## config.mk

```make
export PLATFORM = sky130hd
export DESIGN_NAME = tone_selector
export DESIGN_NICKNAME = d
export VERILOG_FILES = /design/src/rtl/synth_pkg.sv /design/src/rtl/key_debouncer.sv /design/src/rtl/tone_selector.sv
export SDC_FILE = /design/constraint.sdc
export NUM_CORES = 1
export LEC_CHECK = 0
export ABC_AREA = 1
export BUFFER_PORTS_ARGS = -buffer_cell sky130_fd_sc_hd__buf_2
export CAP_MARGIN = 40
export CORE_MARGIN = 5
export CORE_UTILIZATION = 55
export CTS_CLUSTER_SIZE = 20
export DETAILED_ROUTE_END_ITERATION = 10
export HOLD_SLACK_MARGIN = 0.02
export PLACE_DENSITY = 0.72
export SETUP_SLACK_MARGIN = 0.3
export SYNTH_ARGS = -nofsm -noshare
export SYNTH_HDL_FRONTEND = slang
export SYNTH_HIERARCHICAL = 1
export SYNTH_SLANG_ARGS = --single-unit
```

## constraint.sdc

```tcl
create_clock -name clk -period 2.2 [get_ports clk]
set_input_delay 0.33 -clock clk [delete_from_list [all_inputs] [get_ports clk]]
set_output_delay 0.33 -clock clk [all_outputs]
set_load 0.03 [all_outputs]
```

## src/rtl/synth_pkg.sv

```systemverilog
// Shared types and defaults for the tone selection slice.
package synth_pkg;

  typedef enum logic [1:0] {
    IDLE  = 2'd0,
    PLAY  = 2'd1,
    DRAIN = 2'd2
  } state_t;

  localparam int unsigned NUM_KEYS_DEFAULT        = 8;
  localparam int unsigned CLK_HZ                  = 50_000_000;
  localparam int unsigned DEBOUNCE_CYCLES_DEFAULT = CLK_HZ / 100;

endpackage

```

## src/rtl/key_debouncer.sv

```systemverilog
// Single key conditioner: 2-flop synchronizer followed by a stable-count debouncer.
module key_debouncer
  import synth_pkg::*;
#(
  parameter int unsigned DEBOUNCE_CYCLES = DEBOUNCE_CYCLES_DEFAULT
) (
  input  logic clk,
  input  logic reset,
  input  logic key_raw,
  output logic key_clean
);

  localparam int unsigned CNT_W = $clog2(DEBOUNCE_CYCLES + 1);
  localparam logic [CNT_W-1:0] CNT_MAX = CNT_W'(DEBOUNCE_CYCLES - 1);

  logic             sync_a;
  logic             sync_b;
  logic [CNT_W-1:0] cnt;

  // Bring the asynchronous key into the clk domain.
  always_ff @(posedge clk or posedge reset) begin
    if (reset) begin
      sync_a <= 1'b0;
      sync_b <= 1'b0;
    end else begin
      sync_a <= key_raw;
      sync_b <= sync_a;
    end
  end

  // Accept a new key level only after it has differed for DEBOUNCE_CYCLES samples.
  always_ff @(posedge clk or posedge reset) begin
    if (reset) begin
      cnt       <= '0;
      key_clean <= 1'b0;
    end else if (sync_b == key_clean) begin
      cnt <= '0;
    end else if (cnt == CNT_MAX) begin
      cnt       <= '0;
      key_clean <= ~key_clean;
    end else begin
      cnt <= cnt + CNT_W'(1);
    end
  end

endmodule

```

## src/rtl/tone_selector.sv

```systemverilog
// Debounces a key bank, picks the lowest pressed key and routes its tone to
// audio_out, never cutting short a high pulse of the outgoing tone.
module tone_selector
  import synth_pkg::*;
#(
  parameter int unsigned NUM_KEYS        = NUM_KEYS_DEFAULT,
  parameter int unsigned DEBOUNCE_CYCLES = DEBOUNCE_CYCLES_DEFAULT,
  parameter int unsigned IDX_W           = $clog2(NUM_KEYS)
) (
  input  logic                clk,
  input  logic                reset,
  input  logic [NUM_KEYS-1:0] keys_raw,
  input  logic [NUM_KEYS-1:0] tones_in,
  output logic [NUM_KEYS-1:0] keys_clean,
  output logic                audio_out,
  output logic                note_active,
  output logic [IDX_W-1:0]    note_index
);

  state_t           state, state_next;
  logic [IDX_W-1:0] cur, cur_next;
  logic             audio_next;
  logic             req_valid;
  logic [IDX_W-1:0] req_idx;
  logic             tone_cur;

  for (genvar g = 0; g < NUM_KEYS; g++) begin : g_key
    key_debouncer #(
      .DEBOUNCE_CYCLES(DEBOUNCE_CYCLES)
    ) u_debouncer (
      .clk      (clk),
      .reset    (reset),
      .key_raw  (keys_raw[g]),
      .key_clean(keys_clean[g])
    );
  end

  // Lowest-index pressed key wins; chords resolve downward.
  always_comb begin
    req_valid = 1'b0;
    req_idx   = '0;
    for (int unsigned i = 0; i < NUM_KEYS; i++) begin
      if (keys_clean[i] && !req_valid) begin
        req_valid = 1'b1;
        req_idx   = IDX_W'(i);
      end
    end
  end

  // State, latched note and registered audio.
  always_ff @(posedge clk or posedge reset) begin
    if (reset) begin
      state     <= IDLE;
      cur       <= '0;
      audio_out <= 1'b0;
    end else begin
      state     <= state_next;
      cur       <= cur_next;
      audio_out <= audio_next;
    end
  end

  // Next-state, note latch and audio selection; DRAIN only releases on a low tone sample.
  always_comb begin
    state_next  = state;
    cur_next    = cur;
    audio_next  = 1'b0;
    tone_cur    = tones_in[cur];
    note_active = (state != IDLE);
    note_index  = (state == IDLE) ? '0 : cur;
    case (state)
      IDLE: begin
        if (req_valid) begin
          cur_next   = req_idx;
          state_next = PLAY;
        end
      end
      PLAY: begin
        audio_next = tone_cur;
        if (!req_valid || (req_idx != cur)) begin
          state_next = DRAIN;
        end
      end
      DRAIN: begin
        if (!tone_cur) begin
          if (req_valid) begin
            cur_next   = req_idx;
            state_next = PLAY;
          end else begin
            state_next = IDLE;
          end
        end else begin
          audio_next = 1'b1;
          if (req_valid && (req_idx == cur)) begin
            state_next = PLAY;
          end
        end
      end
      default: state_next = IDLE;
    endcase
  end

endmodule

```

==> qor.txt <==
Status: complete, no violations
Design Area, Final: 11770 µm²
Drt pass-1 iters: 5
H-tree lvl count: 4
Final Cycle Share: 81.55%
Clock transition at path regs: 0.06 ns
Reg2Reg Setup Slack: 0.50 ns
CP max FO: 6
Synth cell count leaders: nor2_1, nand2_1, dfrtp_1
Antenna cell count: 0
Hold WC Path Type: input port to flop
DR WL/cell: 13.05 µm
Clock network fraction of total power: 46.2%
Largest area contributor in the synthesized netlist: dfrtp_1
1st-iter DRT viols: 501
Placed Area: 11040 µm²
TNS Setup: 0 ns
Fin cells: 1613
Pleak: 4.893 nW
Post-route setup slack: 0.4058 ns
Core ar.: 18770 µm²
Sink Count: 182
Max cap viols: 0
Top post-synthesis cells by area: dfrtp_1, nor2_1, nand2_1, inv_1, nor2_4
First-pass GRT wire length: 36.99 mm
R2R Path End: state[0]$_DFFE_PP0P_
Number of port buffers: 30
Total power: 6.876 mW
Syn_area_per_cell: 8.109 µm²
Count leader, synth: nor2_1
Final Setup Violations: 0
Synth top area share: 43.20%
Worst relative slew slack: 70.65%
Layout cell share with drive strength beyond 1: 21.54%
Die Wd: 148.4 µm
Critical R2R Launch: g_key[3].u_debouncer/key_clean$_DFFE_PP0P_
YS warnings: 6
Clk buf depth: 2
Fmax: 557.4 MHz
Slew Limit Fails: 0
Place WS: 0.4481 ns
Starting Density: 56.17%
Total GRT Usage: 20.09%
Crit path to: note_index[0]
Post-Synthesis Cell Area: 10540 µm²
Vias per Instance: 5.104
Max VDD drop: 476.5 µV
Grt ovf: 0
Fin Clk Skew: 0.01068 ns
CTS tree: built
Unrepaired setup endpoints after global routing: yes
Die area: 22030 µm²
Setup crit end kind: output port
Vias in the first global route: 7962
Critical path required time: 1.87 ns
R2R cell count: 12
Area growth syn-to-layout: 11.68%
Power per cell area: 584.0 nW/µm²
Number of CTS-inserted buffers: 17
Combinational share of power: 3.9%
Hold Crit Start: keys_raw[6]
Cell Rows: 50
Post-synthesis cell count: 1300
Seq pwr share: 49.9%
Placed cells: 1572
RePlAce Congestion: 0.8858
Number of routed nets with antenna violations: 0
Number of synthesized flops with an enable pin: 0
Syn_nets: 1331
FFs w/ async S/R, synth: 100.0%
Sw Share: 22.31%
Seq/Total Area, Yosys: 43.20%
Die Height: 148.4 µm
Post-layout min period: 1.794 ns
Crit. Startpoint: state[1]$_DFFE_PP0P_
Final Hold Viols: 0
Initial antenna violation count: 0
I/O pin count: 31
Number of synthesized register bits: 182
Dpl hpwl: 15.66 mm
Fin nets: 1397
Drt total wl: 21.05 mm
Worst Setup Path Type: flop to output port
Largest net degree at the start of global routing: 23
Arrival time at the worst endpoint: 1.46 ns
Clk_lat worst skew: 0.43 ns
Yosys cell types: 33
Worst setup SP type: flop
Net Switching: 1.534 mW
Worst-Margin Slew: 0.4398 ns
P_int: 5.341 mW
Drt drc: 0
Clock root buffer: clkbuf_16
Via count: 8233
Primary FF master, synth: dfrtp_1
[power by group through the flow]
stage                     logic [mW]  registers, mW  clock network [mW]
after floorplan                0.178           3.49                   0
after global placement         0.259           3.49                   0
after detailed placement       0.265           3.49                   0
after CTS                      0.277           3.43                3.25
after global routing           0.316           3.44                3.39
final                          0.269           3.43                3.18
[final cells by class]
type | instances | area [µm²]
clock inverter | 13 | 171.4
inverter | 175 | 656.9
multi-input combinational | 943 | 5343
fill | 1604 | 6995
sequential | 182 | 4558
clock buffer | 19 | 452.9
timing repair buffer | 47 | 297.8
tap | 234 | 292.8
[logic make-up (layout without fill, tap and decap cells)]
logic type               after synthesis  after routing  share of synthesized area, %
AO/OA/AOI/OAI                         95             95                         5.365
XOR/XNOR                              64             64                         5.887
adder cells (fa/ha/maj)               13             13                         1.543
buffers and inverters                175            254                         6.231
flip-flops                           182            182                         43.20
multiplexers                           1              1                        0.2136
AND/OR/NAND/NOR                      770            770                         37.55
[worst min path at each step]
stage	cells past startpoint	end	slack, ns
finish	1	g_key[6].u_debouncer/sync_a$_DFF_PP0_	0.06
global route	1	g_key[6].u_debouncer/sync_a$_DFF_PP0_	0.02
CTS	1	g_key[0].u_debouncer/sync_a$_DFF_PP0_	0.03
detailed placement	0	g_key[6].u_debouncer/sync_b$_DFF_PP0_	0.34
global placement	0	g_key[6].u_debouncer/sync_b$_DFF_PP0_	0.34
floorplan	1	audio_out$_DFF_PP0_	0.12
[flip-flops by register name (all words and copies together), names as in the netlist]
name and cells:
g_key.u_debouncer/cnt 152, g_key.u_debouncer/sync_a 8, g_key.u_debouncer/sync_b 8, state 2
audio_out 1, cur 3, g_key.u_debouncer/key_clean 8
[repair_timing]
action | CTS | global route
hold buffers | 7 | 1
buffers inserted | 1 | 0
setup endpoints to repair | 4 | 4
resized for setup | 1 | 4
hold endpoints to repair | 15 | 1
gates cloned | 0 | 0
[per-stage QoR]
step | util, % | hold WS [ns]
2_1_floorplan | - | 0.1210
3_3_place_gp | 58.85 | 0.3423
3_5_place_dp | 58.85 | 0.3358
4_1_cts | 62.60 | 0.02701
5_1_grt | 62.73 | 0.02472
6_report | 62.73 | 0.05538
[cell usage in the layout (no fill, tap or decap), types with 9 or more instances in the layout]
cell | synthesis | routed
nand2_1 | 206 | 206
dfrtp_1 | 182 | 179
nand4_1 | 20 | 20
xnor2_1 | 16 | 16
nor3_1 | 9 | 9
nor2_2 | 42 | 42
buf_4 | 0 | 9
o22ai_1 | 10 | 10
o21ai_1 | 18 | 18
buf_2 | 0 | 30
nand3_2 | 25 | 25
ha_1 | 13 | 12
a21oi_1 | 36 | 36
nor2_4 | 43 | 43
inv_1 | 157 | 157
nand3_1 | 71 | 71
nor2_1 | 270 | 270
inv_2 | 18 | 18
xor2_1 | 40 | 40
clkbuf_16 | 0 | 17
nand2_2 | 57 | 57
[critical path, cell delays in order, from the launching register on]
cell	delay [ns]
dfrtp_1	0.41
inv_1	0.12
ha_4	0.20
nor2_1	0.11
buf_2	0.20
[routing by layer]
layer / global-route usage, % / up-vias / part of all wire, %
met4: 4.111 / 0 / 0.81
met2: 33.05 / 153 / 48
li1: - / 4188 / -
met5: 0 / - / 0
met3: 3.565 / 16 / 3.8
met1: 28.18 / 3876 / 47
(Power assumes the default switching activity.)
